--- src/rtl/ascon_aead128_pkg.sv ---
// Shared constants and FSM state type for the Ascon-AEAD128 rate-block buffer.
package ascon_aead128_pkg;
  localparam int DEF_WORD_WIDTH  = 32;
  localparam int DEF_RATE_WIDTH  = 128;
  localparam int WORDS_PER_BLOCK = 4;
  localparam logic [7:0] PAD_BYTE = 8'h01;

  typedef enum logic [1:0] {
    FILL  = 2'd0,
    FULL  = 2'd1,
    EXTRA = 2'd2
  } state_e;
endpackage

--- src/rtl/ascon_pad.sv ---
// Combinational pad: keeps bytes below n, writes PAD_BYTE at n (if inside the block), zeroes the rest.
module ascon_pad
  import ascon_aead128_pkg::*;
#(
  parameter int RATE_WIDTH = DEF_RATE_WIDTH
) (
  input  logic [RATE_WIDTH-1:0] block,
  input  logic [4:0]            n,
  output logic [RATE_WIDTH-1:0] padded
);
  localparam int NBYTES = RATE_WIDTH / 8;

  always_comb begin
    padded = '0;
    for (int i = 0; i < NBYTES; i++) begin
      if (i < int'(n)) begin
        padded[8*i +: 8] = block[8*i +: 8];
      end else if (i == int'(n)) begin
        padded[8*i +: 8] = PAD_BYTE;
      end
    end
  end
endmodule

--- src/rtl/ascon_block_buffer.sv ---
// Packs little-endian input words into padded Ascon-AEAD128 rate blocks.
// Optional 16-bit output-block counter port blk_cnt when ASCON_BLOCK_CNT_EN is defined.
module ascon_block_buffer
  import ascon_aead128_pkg::*;
#(
  parameter int WORD_WIDTH = DEF_WORD_WIDTH,
  parameter int RATE_WIDTH = DEF_RATE_WIDTH
) (
  input  logic                  clk,
  input  logic                  rst_n,
  input  logic                  clear,
  input  logic                  in_valid,
  output logic                  in_ready,
  input  logic [WORD_WIDTH-1:0] in_data,
  input  logic                  in_last,
  input  logic [2:0]            in_bytes,
  output logic                  out_valid,
  input  logic                  out_ready,
  output logic [RATE_WIDTH-1:0] out_block,
  output logic                  out_last,
  output logic [4:0]            out_bytes,
  output state_e                dbg_state
`ifdef ASCON_BLOCK_CNT_EN
  ,
  output logic [15:0]           blk_cnt
`endif
);
  localparam int BYTES_PER_WORD = WORD_WIDTH / 8;
  localparam int KW             = $clog2(WORDS_PER_BLOCK);

  // Both ports are valid/ready: a transfer happens on a rising edge where valid
  // and ready are both high; valid holds its payload until that edge. Input is
  // only taken in FILL and output only offered outside FILL, so they never overlap.
  state_e                state;
  logic [KW-1:0]         k;
  logic [RATE_WIDTH-1:0] blk_q;
  logic                  pending_extra;

  logic [2:0]            last_bytes;
  logic [4:0]            n;
  logic [RATE_WIDTH-1:0] word_ext;
  logic [RATE_WIDTH-1:0] merged;
  logic [RATE_WIDTH-1:0] padded;
  logic                  in_hs;
  logic                  out_hs;

  assign in_ready  = (state == FILL);
  assign out_valid = (state != FILL);
  assign out_block = blk_q;
  assign dbg_state = state;
  assign in_hs     = in_valid && in_ready;
  assign out_hs    = out_valid && out_ready;

  assign last_bytes = (in_bytes > 3'(BYTES_PER_WORD)) ? 3'(BYTES_PER_WORD) : in_bytes;
  assign n          = 5'(k) * 5'(BYTES_PER_WORD) + 5'(last_bytes);
  assign word_ext   = RATE_WIDTH'(in_data) << (WORD_WIDTH * int'(k));
  assign merged     = blk_q | word_ext;

  // Garbage bytes above in_bytes in the final word are removed by the pad stage.
  ascon_pad #(.RATE_WIDTH(RATE_WIDTH)) u_pad (
    .block  (merged),
    .n      (n),
    .padded (padded)
  );

  always_ff @(posedge clk or negedge rst_n) begin
    if (!rst_n) begin
      state         <= FILL;
      k             <= '0;
      blk_q         <= '0;
      pending_extra <= 1'b0;
      out_last      <= 1'b0;
      out_bytes     <= '0;
    end else if (clear) begin
      state         <= FILL;
      k             <= '0;
      blk_q         <= '0;
      pending_extra <= 1'b0;
      out_last      <= 1'b0;
      out_bytes     <= '0;
    end else begin
      case (state)
        FILL: begin
          if (in_hs) begin
            if (in_last) begin
              blk_q     <= padded;
              out_bytes <= n;
              k         <= '0;
              state     <= FULL;
              // A message ending exactly on a block boundary needs a pad-only block.
              if (n == 5'(RATE_WIDTH / 8)) begin
                out_last      <= 1'b0;
                pending_extra <= 1'b1;
              end else begin
                out_last <= 1'b1;
              end
            end else if (k == KW'(WORDS_PER_BLOCK - 1)) begin
              blk_q     <= merged;
              out_bytes <= 5'(RATE_WIDTH / 8);
              out_last  <= 1'b0;
              k         <= '0;
              state     <= FULL;
            end else begin
              blk_q <= merged;
              k     <= k + KW'(1);
            end
          end
        end
        FULL: begin
          if (out_hs) begin
            if (pending_extra) begin
              blk_q     <= {{(RATE_WIDTH-1){1'b0}}, 1'b1};
              out_bytes <= '0;
              out_last  <= 1'b1;
              state     <= EXTRA;
            end else begin
              blk_q     <= '0;
              out_bytes <= '0;
              out_last  <= 1'b0;
              k         <= '0;
              state     <= FILL;
            end
          end
        end
        EXTRA: begin
          if (out_hs) begin
            pending_extra <= 1'b0;
            blk_q         <= '0;
            out_bytes     <= '0;
            out_last      <= 1'b0;
            k             <= '0;
            state         <= FILL;
          end
        end
        default: state <= FILL;
      endcase
    end
  end

`ifdef ASCON_BLOCK_CNT_EN
  always_ff @(posedge clk or negedge rst_n) begin
    if (!rst_n) begin
      blk_cnt <= '0;
    end else if (clear) begin
      blk_cnt <= '0;
    end else if (out_hs) begin
      blk_cnt <= blk_cnt + 16'd1;
    end
  end
`endif
endmodule

--- config.mk ---
export PLATFORM = sky130hd
export DESIGN_NAME = ascon_block_buffer
export DESIGN_NICKNAME = d
export VERILOG_FILES = /design/src/rtl/ascon_aead128_pkg.sv /design/src/rtl/ascon_pad.sv /design/src/rtl/ascon_block_buffer.sv
export SDC_FILE = /design/constraint.sdc
export NUM_CORES = 1
export LEC_CHECK = 0
export ABC_CLOCK_PERIOD_IN_PS = 2050
export CAP_MARGIN = 30
export CORE_MARGIN = 4
export CORE_UTILIZATION = 43
export DETAILED_ROUTE_END_ITERATION = 8
export PLACE_DENSITY_LB_ADDON = 0.2
export SETUP_SLACK_MARGIN = 0.3
export SYNTH_ARGS = -nofsm -noshare
export SYNTH_HDL_FRONTEND = slang
export SYNTH_SLANG_ARGS = --single-unit
--- constraint.sdc ---
create_clock -name clk -period 2.05 [get_ports clk]
set_input_delay 0.3075 -clock clk [delete_from_list [all_inputs] [get_ports clk]]
set_output_delay 0.3075 -clock clk [all_outputs]
set_load 0.02 [all_outputs]
Word level (Yosys, flattened, before mapping)
Cells that the tools add are included.
{ "classes": {"add_sub_neg": 2, "mul": 0, "div": 0, "magnitude_cmp": 17, "eq_ne": 27, "shift": 1, "muxes": 75, "bitwise": 1, "n_reduce_logical": 15} }
{ "ops": {"columns": ["op", "n"], "rows": [
  ["$mux W128", 5],
  ["$pmux W128 S3", 1],
  ["$mux W8", 16],
  ["$or A128 B128 Y128", 1],
  ["$shl A32 B7 Y128", 1],
  ["$eq A5 B5 Y1 const A", 8],
  ["$lt A4 B5 Y1 const A", 8],
  ["$mux W1", 29],
  ["$mux W2", 13],
  ["$mux W5", 5],
  ["$eq A4 B5 Y1 const A", 4],
  ["$lt A3 B5 Y1 const A", 4],
  ["$reduce_and A5 Y1", 3],
  ["$pmux W2 S3", 2],
  ["$reduce_and A4 Y1", 3],
  ["$eq A3 B5 Y1 const A", 2],
  ["$lt A1 B5 Y1 const A", 2],
  ["$lt A2 B5 Y1 const A", 2],
  ["$pmux W5 S2", 1],
  ["$ne A3 B2 Y1 const B", 3],
  ["$ne A3 B3 Y1 const B", 3],
  ["$reduce_bool A3 Y1", 2],
  ["$add A4 B3 Y5", 1],
  ["$eq A2 B5 Y1 const A", 1],
  ["16 further kinds", 18]
]} }
{ "word_totals": {"ff_bits": 139, "latch_bits": 0, "ram_bits": 0, "romBits": 0, "input_bits": 41, "word_cells": 144, "mem_count": 0} }

Depth between registers and ports, before layout
Gate-level depths: netlist (run 1).
{ "depth": {"word_depth": 10, "ltp_mapped": 10} }

Modules after synthesis
A second synthesis (run 1) with hierarchy kept.
{ "hier_totals": {"hier_cells": 845, "hier_area_um2": 8942.3} }
{ "by_module_without_submodules": {"columns": ["mod", "instances", "cells_per_inst", "area_each_um2", "seq_area_each_um2"], "rows": [
  ["ascon_block_buffer", 1, 657, 7751.2, 3478.3],
  ["ascon_pad", 1, 188, 1191.1, 0.0]
]} }

Least setup slack after synthesis (run 1)
Ideal clock, no wire load.
{ "synth_path": {"path_type": "reg2reg", "startpoint": "register state[1] (netlist: dbg_state[1])", "endpoint": "register out_bytes[0]", "arrival_ns": 2.083, "setup_slack_ns": -0.158, "path_stages_with_launch": 8, "path_buffers": 1, "synth_period_minus_slack_ns": 2.208, "cell_sequence": "dfrtp_1 inv_1 ha_1 buf_4 inv_2 or4_4 o21a_1 mux2_2"} }
{ "synth_between": {"elab_chain_cells": 4, "word_cells_on_any_way": 14} }
{ "synth_rtl": {"columns": ["element", "line", "source"], "rows": [
  ["from (decl)", "ascon_block_buffer.sv:34", "state_e state;"],
  ["from (signal assigned)", "ascon_block_buffer.sv:68", "state <= FILL;"],
  ["from (signal assigned)", "ascon_block_buffer.sv:75", "state <= FILL;"],
  ["from (signal assigned)", "ascon_block_buffer.sv:89", "state <= FULL;"],
  ["$logic_not A2 Y1 (*)", "ascon_block_buffer.sv:47", "assign in_ready = (state == FILL);"],
  ["net in_ready", "ascon_block_buffer.sv:13", "output logic in_ready,"],
  ["$logic_and A1 B1 Y1", "ascon_block_buffer.sv:51", "assign in_hs = in_valid && in_ready;"],
  ["$ne A3 B2 Y1 (no line)", null, null],
  ["$reduce_and A4 Y1 (no line)", null, null],
  ["to (signal assigned)", "ascon_block_buffer.sv:87", "out_bytes <= n;"],
  ["to (signal assigned)", "ascon_block_buffer.sv:99", "out_bytes <= 5'(RATE_WIDTH / 8);"],
  ["to (decl)", "ascon_block_buffer.sv:21", "output logic [4:0] out_bytes,"]
]} }
The timed path passes the listed nets; every way through them passes the cells marked *.
A chain may end at the register's enable or synchronous reset.

Worst setup path in the final report (run 1)
{ "layout_path": {"startpoint": "register state[1] (netlist: dbg_state[1])", "endpoint": "register blk_q[28] (netlist: out_block[28])"} }
{ "layout_between": {"elab_chain_cells": 4, "word_cells_on_any_way": 13} }
{ "layout_rtl": {"columns": ["element", "line", "source"], "rows": [
  ["$reduce_bool A2 Y1 / $logic_not A2 Y1 (equally long branches)", "ascon_block_buffer.sv:48, ascon_block_buffer.sv:47, ascon_block_buffer.sv:82", null],
  ["$logic_and A1 B1 Y1, on equally long branches", "ascon_block_buffer.sv:52, ascon_block_buffer.sv:51", null],
  ["$ne A3 B3 Y1 (no line) / $ne A3 B2 Y1 (equally long branches)", null, null],
  ["$reduce_and A4 Y1 (no line)", null, null],
  ["to (signal assigned)", "ascon_block_buffer.sv:86", "blk_q <= padded;"],
  ["to (signal assigned)", "ascon_block_buffer.sv:98", "blk_q <= merged;"],
  ["to (signal assigned)", "ascon_block_buffer.sv:104", "blk_q <= merged;"],
  ["to (decl)", "ascon_block_buffer.sv:36", "logic [RATE_WIDTH-1:0] blk_q;"]
]} }
Parallel ways exist; a longest one is shown, timed or not.

==> results.py, run 1 <==
metrics = {
    "outcome": {
        "status": "finished with violations",
        "violations": "setup timing",
    },
    "synth": {
        "async_reset_ff_frac": 1.000,
        "syn-num-nets": 654,
        "synth_top_area_share": 0.5863,
        "ys_types": 53,
        "synth.avg_cell_area_um2": 9.791,
        "synthTopCellsByArea": "dfrtp_1 (59%), a21oi_1 (12%), nor2_1 (9.5%)",
        "synth.largest_area_cell": "dfrtp_1",
        "synth-simple-area-share": 0.1596,
        "netlist_top_cells_count": "nor2_1 (150), a21oi_1 (142), dfrtp_1 (139)",
        "ys.flop_type": "dfrtp_1",
        "synthMuxAreaShare": 0.01582,
        "syn_inst": 606,
        "synth_fa_ha_area_frac": 0.01476,
        "synth-seq-cells": 139,
        "synth_top_family_by_area": "compound AO/OA/AOI/OAI gates",
        "synth_compound_gate_area_share": 0.1887,
        "ys_seq_area_frac": 0.5863,
        "yosysMostFrequentCell": "nor2_1",
        "synthXorXnorAreaFrac": 0,
        "ys_warn_count": 0,
        "synth-edff-count": 0,
        "synth_area_um2": 5933,
    },
    "power": {
        "p_switching_mw": 4.011,
        "swShare": 0.3390,
        "p_leak_nw": 5.877,
        "p_total_mw": 11.83,
        "seqPwrFrac": 0.288,
        "p_comb_frac": 0.410,
        "pwr-share-clk": 0.301,
        "power.density_nw_per_um2": 1078,
        "internal-power_mw": 7.820,
        "peakVddDrop_mv": 0.5778,
    },
    "floorplanning": {
        "top_level_ports": 179,
        "core_area_um2": 13400,
        "die_h_um": 125.5,
        "die_w_um": 125.5,
        "rows": 42,
        "die_area_um2": 15740,
        "initial_core_util": 0.4428,
    },
    "flow_run": {
        "maxCapViolations": 0,
    },
    "setup_path": {
        "criticalPathCategory": "flip-flop to flip-flop",
        "cp-end-kind": "flip-flop",
        "critPathMaxFanout": 8,
        "slowest_delay_ns": 0.41,
        "start_kind": "flip-flop",
        "path_cells": "buf_6 > ha_4 > and4bb_2 > a211oi_4 > buf_12 > buf_12 > nor3_4 > buf_6 > buf_12 > a21oi_4 > nor2_2",
        "slowest_stage": "dfrtp_2",
        "path_delay_family": "buffers and inverters",
        "cp.required_ns": 2.39,
        "path_buf_inv": 5,
        "cpMostUsedCell": "buf_12",
        "arrival_ns": 2.45,
        "r2r-start": "dbg_state[1]$_DFFE_PN0P_",
        "cp-startpoint": "dbg_state[1]$_DFFE_PN0P_",
    },
    "global_route": {
        "antenna_found_initial": 0,
        "grt_pass1_wl_um": 35070,
        "grt_max_degree": 54,
        "overflow": 0,
        "grtUsageTotal": 0.2816,
        "first_global_vias": 6287,
    },
    "detailed_routing": {
        "dr.pass1.iters": 7,
        "viasPerCell": 5.614,
        "vias": 6159,
        "route.detailed.drc": 0,
        "drt-wirelength-per-cell_um": 21.58,
        "drtIter0Drc": 524,
        "drt-total-wl_um": 23680,
        "postRouteAntennaNets": 0,
    },
    "timing": {
        "rsz0062_at_grt": "true",
        "fmaxAchievable_mhz": 473.4,
        "setup_slack_ns": -0.06258,
        "whs_ns": 0.3619,
        "period_share": 1.031,
        "min_period_ns": 2.113,
        "maxSlewViolCount": 0,
        "fin_worst_skew_ns": 0.002955,
        "hold_viol_final": 0,
        "setup-violations-final": 38,
        "maxSlewHeadroom": 0.7078,
        "tightestPinTransition_ns": 0.4382,
    },
    "layout": {
        "finalNonFillerCells": 1097,
        "num_antenna_cells": 0,
        "area_growth_pct": 84.96,
        "drive_above_1_share": 0.3800,
        "fillers": 776,
        "fin_util": 0.8190,
        "nets": 956,
    },
    "placement": {
        "place_ws_ns": -0.3118,
        "port_buffers": 178,
        "dp_hpwl_um": 15360,
        "finalWeightedCongestion": 0.9652,
        "dp.cells": 1029,
    },
    "hold_path": {
        "hp-class": "input pin to async pin",
    },
    "clock_tree": {
        "root_buffer": "clkbuf_16",
        "clockBufferDepth": 2,
        "clkSinkCount": 139,
        "clock_latency_ns": 0.42,
        "cts_tree": "done",
        "htreeDepth": 4,
        "cts_buffers": 17,
        "clkSlewWorstSetupHoldPaths_ns": 0.06,
    },
}
[final timing paths]
check | endpoint | cells after the start | slack, ns
worst max-delay path | out_block[28]$_DFFE_PN0P_ | 11 | -0.06
worst min-delay path | out_block[5]$_DFFE_PN0P_ | 2 | 0.36
worst max register to register | out_block[28]$_DFFE_PN0P_ | 11 | -0.06
worst min register to register | out_block[119]$_DFFE_PN0P_ | 2 | 0.50
max in group asynchronous | out_block[48]$_DFFE_PN0P_ | 3 | 1.09
min in group clk | out_block[119]$_DFFE_PN0P_ | 2 | 0.50
[per-stage QoR]
stage	TNS, ns	instance area (um^2)
floorplan	0	6166
global placement	-21.58	8904
detailed placement	-25.62	8904
CTS	-0.3017	10390
global route	-7.349	10970
finish	-0.8058	10970
[worst register-to-register path: cells and delay by family, from the launching register on]
| kind | cells | cell delay (ns) |
|---|---|---|
| AOI/OAI and AO/OA | 2 | 0.12 |
| adders and majority gates | 1 | 0.15 |
| buffers and inverters | 5 | 0.70 |
| DFF | 1 | 0.41 |
| and+or+nand+nor | 3 | 0.63 |
[power by group through the flow]
stage	sequential, mW	combinational (mW)	clock (mW)
2_1_floorplan	3.79	1.43	0
3_3_place_gp	3.37	3.79	0
3_5_place_dp	3.38	3.85	0
4_1_cts	3.39	4.45	3.60
5_1_grt	3.44	5.10	3.75
6_report	3.41	4.85	3.57
[cells in the final DEF (no fill, tap or decap), types with 9 or more instances in the layout]
| cell type | count |
|---|---|
| dfrtp_1 | 137 |
| nor2_1 | 135 |
| clkdlybuf4s50_1 | 95 |
| a21oi_2 | 81 |
| buf_4 | 77 |
| dlymetal6s2s_1 | 71 |
| a21oi_1 | 48 |
| buf_6 | 29 |
| clkbuf_16 | 20 |
| buf_12 | 17 |
| nor2_2 | 13 |
| a21oi_4 | 13 |
| inv_1 | 9 |
| nand2_1 | 9 |
[final cells by class]
| cell class | instances | area, um^2 | area share |
|---|---|---|---|
| multi-input combinational | 424 | 3124 | 0.2847 |
| inverter | 14 | 60.06 | 0.005473 |
| tap | 176 | 220.2 | 0.02007 |
| clock buffer | 22 | 484.2 | 0.04412 |
| timing repair buffer | 312 | 3396 | 0.3094 |
| clock inverter | 10 | 209.0 | 0.01904 |
| sequential | 139 | 3481 | 0.3172 |
[metal layers]
layer | vias up | GRT usage | routed length [um]
met4 | 0 | 0.08929 | 727
met3 | 62 | 0.06866 | 1459
met1 | 3085 | 0.3600 | 9411
li1 | 2721 | - | -
met2 | 291 | 0.4736 | 12080
met5 | - | 0 | 0
[logic make-up (layout without fill, tap and decap cells)]
family | count (synthesis) | count (layout)
simple gates | 214 | 214
fa+ha+maj | 7 | 7
flops | 139 | 139
buf+inv | 43 | 358
mux | 8 | 8
compound gates | 195 | 195
[timing repair]
item,CTS,global route
pin swaps,67,56
setup buffers,20,10
endpoints found under the hold margin,37,0
hold buffers,1,0
gates cloned,2,3
gates resized for setup,164,129
endpoints found under the setup margin,150,200
[sequential cells by signal (all words and copies together), names as in the netlist]
name / count
k: 2
out_block: 128
pending_extra: 1
dbg_state: 2
out_bytes: 5
out_last: 1
Note: power is estimated with default switching activity, not from simulation.
==> run 2, diff against run 1 <==
- ABC_CLOCK_PERIOD_IN_PS: 2050 -> 1900
- clock period: 2.05 -> 1.9 ns (I/O delays scaled with it)
==> run 2 against run 1 <==
  * Maximum frequency decreased by 1.4%
  * First-iteration DRC count rose by 12%
  * The run still ends with setup timing left
  * Highest routed layer unchanged
  * Setup slack worse by 0.18 ns
  * Largest cell class unchanged
==> results.py, run 2 (synthesis gave the netlist of run 1 again) <==
metrics = {
    "global_route": {
        "grt_max_degree": 50,
        "antenna_found_initial": 0,
        "first_global_vias": 6302,
        "overflow": 0,
        "grt_pass1_wl_um": 34300,
        "grtUsageTotal": 0.2729,
    },
    "timing": {
        "maxSlewHeadroom": 0.7072,
        "fmaxAchievable_mhz": 466.9,
        "setup-violations-final": 132,
        "tightestPinTransition_ns": 0.4393,
        "setup_slack_ns": -0.2418,
        "hold_viol_final": 0,
        "min_period_ns": 2.142,
        "period_share": 1.127,
        "rsz0062_at_grt": "true",
        "maxSlewViolCount": 0,
        "fin_worst_skew_ns": 0.004456,
        "final.setup.tns_ns": -20.25,
    },
    "setup_path": {
        "regToRegEndpoint": "out_block[39]$_DFFE_PN0P_",
        "rrSetupSlack_ns": -0.24,
        "slowest_stage": "dfrtp_2",
        "cp.required_ns": 2.24,
        "arrival_ns": 2.48,
        "slowest_delay_ns": 0.43,
        "path_cells": "buf_6 > ha_4 > and4bb_2 > a211oi_4 > buf_4 > nor3b_4 > buf_6 > a21oi_1 > nor2_1",
        "cp-end-kind": "flip-flop",
        "criticalPathCategory": "flip-flop to flip-flop",
        "cpMostUsedCell": "buf_6",
        "critPathMaxFanout": 7,
        "start_kind": "flip-flop",
        "r2r-start": "dbg_state[0]$_DFFE_PN0P_",
        "reg2regPathDepth": 9,
    },
    "clock_tree": {
        "clock_latency_ns": 0.41,
        "htreeDepth": 4,
        "cts_tree": "done",
        "clockBufferDepth": 2,
        "clkSlewWorstSetupHoldPaths_ns": 0.06,
        "clkSinkCount": 139,
        "cts_buffers": 17,
        "root_buffer": "clkbuf_16",
    },
    "floorplanning": {
        "rows": 42,
        "die_w_um": 125.5,
        "initial_core_util": 0.4428,
        "core_area_um2": 13400,
        "top_level_ports": 179,
        "die_h_um": 125.5,
        "die_area_um2": 15740,
    },
    "detailed_routing": {
        "dr.pass1.iters": 7,
        "vias": 5977,
        "drt-wirelength-per-cell_um": 19.72,
        "drtIter0Drc": 586,
        "wl_met3_um": 1278,
        "postRouteAntennaNets": 0,
        "wirelength_met1_um": 8852,
        "drt-total-wl_um": 21600,
        "dr_wl_met2_um": 10910,
        "route.detailed.drc": 0,
        "viasPerCell": 5.458,
        "top_layer": "met4",
    },
    "layout": {
        "largest_register_ffs": 128,
        "nets": 955,
        "seq_area_um2": 3482,
        "fillers": 904,
        "finalNonFillerCells": 1095,
        "drive_above_1_share": 0.3700,
        "area_growth_pct": 77.44,
        "num_antenna_cells": 0,
        "layout_commonest_cell": "nor2_1",
        "multi_input_area_um2": 3110,
        "final_area_um2": 10530,
        "most-common-layout-cells": "nor2_1 (139), dfrtp_1 (136), dlygate4sd2_1 (127)",
    },
    "power": {
        "peakVddDrop_mv": 0.6131,
        "seqPwrFrac": 0.307,
        "pwr-share-clk": 0.294,
        "p_leak_nw": 5.221,
        "swShare": 0.3471,
        "power.density_nw_per_um2": 1127,
        "p_switching_mw": 4.119,
        "internal-power_mw": 7.747,
        "p_comb_frac": 0.399,
        "p_total_mw": 11.87,
    },
    "placement": {
        "dp.cells": 1033,
        "place_area_um2": 8915,
        "port_buffers": 178,
        "dp_hpwl_um": 14900,
        "finalWeightedCongestion": 0.9003,
    },
    "hold_path": {
        "hp-class": "input pin to async pin",
    },
    "flow_run": {
        "maxCapViolations": 0,
    },
    "outcome": {
        "violations": "setup timing",
        "status": "finished with violations",
    },
}
run 2: changes by cell type in the layout (fill, tap and decap cells not counted), moves of 3 or more:
cell             change
mux2_2               +6
nor2_2               -4
mux2_4               -6
dlymetal6s2s_1      -64
buf_4                +5
a21oi_2              -5
dlygate4sd2_1      +120
clkdlybuf4s50_1     -56
buf_12               -3
nor2_1               +4
buf_2                -3
a21oi_4              +3
run 2: power groups by stage:
stage / registers [mW] / logic [mW] / clock network [mW]
2_1_floorplan: 4.09 / 1.54 / 0
3_3_place_gp: 3.63 / 4.05 / 0
3_5_place_dp: 3.64 / 4.11 / 0
4_1_cts: 3.62 / 4.54 / 3.54
5_1_grt: 3.68 / 5.02 / 3.68
6_report: 3.64 / 4.73 / 3.49
run 2: routing by layer:
| layer | up-vias | global-route usage |
|---|---|---|
| li1 | 2702 | - |
| met1 | 3009 | 0.3484 |
| met2 | 222 | 0.4534 |
| met3 | 44 | 0.07122 |
| met4 | 0 | 0.09120 |
| met5 | - | 0 |
run 2: area by class of cell:
type                    count  area share
multi-input cells         424      0.2955
inverters                  14    0.006180
clock buffers              20     0.04338
flip-flops and latches    139      0.3308
repair buffers            311      0.2874
well taps                 176     0.02092
clock inverters            11     0.01593
run 2: worst max-delay path by stage:
stage / startpoint / end / slack, ns / depth (start not counted)
after global placement: in_bytes[2] / out_block[86]$_DFFE_PN0P_ / -0.43 / 8
after CTS: dbg_state[0]$_DFFE_PN0P_ / out_block[33]$_DFFE_PN0P_ / -0.20 / 9
after global routing: dbg_state[0]$_DFFE_PN0P_ / out_block[39]$_DFFE_PN0P_ / -0.31 / 9
after detailed placement: in_bytes[2] / out_block[87]$_DFFE_PN0P_ / -0.45 / 9
final: dbg_state[0]$_DFFE_PN0P_ / out_block[39]$_DFFE_PN0P_ / -0.24 / 9
after floorplan: dbg_state[0]$_DFFE_PN0P_ / out_block[48]$_DFFE_PN0P_ / -0.13 / 9
run 2: repair_timing:
item / 4_1_cts / 5_1_grt
setup endpoints to repair: 277 / 149
hold buffers: 1 / 0
buffers inserted: 17 / 7
endpoints found under the hold margin: 45 / 0
pin swaps: 82 / 43
cloned: 6 / 0
gates resized for setup: 302 / 53
run 2: critical path: cells and delay by family (launching register included):
family	cells	cell delay (ns)
AND/OR/NAND/NOR	3	0.82
AO/OA/AOI/OAI	2	0.15
adder cells (fa/ha/maj)	1	0.16
buffers and inverters	3	0.50
flip-flops	1	0.43
run 2: stage by stage:
stage          hold WS, ns  setup slack [ns]  utilization
6_report            0.3559           -0.2418       0.7856
5_1_grt             0.3904           -0.3105       0.7856
4_1_cts             0.3671           -0.1984       0.7636
3_5_place_dp        0.2336           -0.4510       0.6653
3_3_place_gp        0.2312           -0.4280       0.6653
2_1_floorplan     -0.01059           -0.1301            -
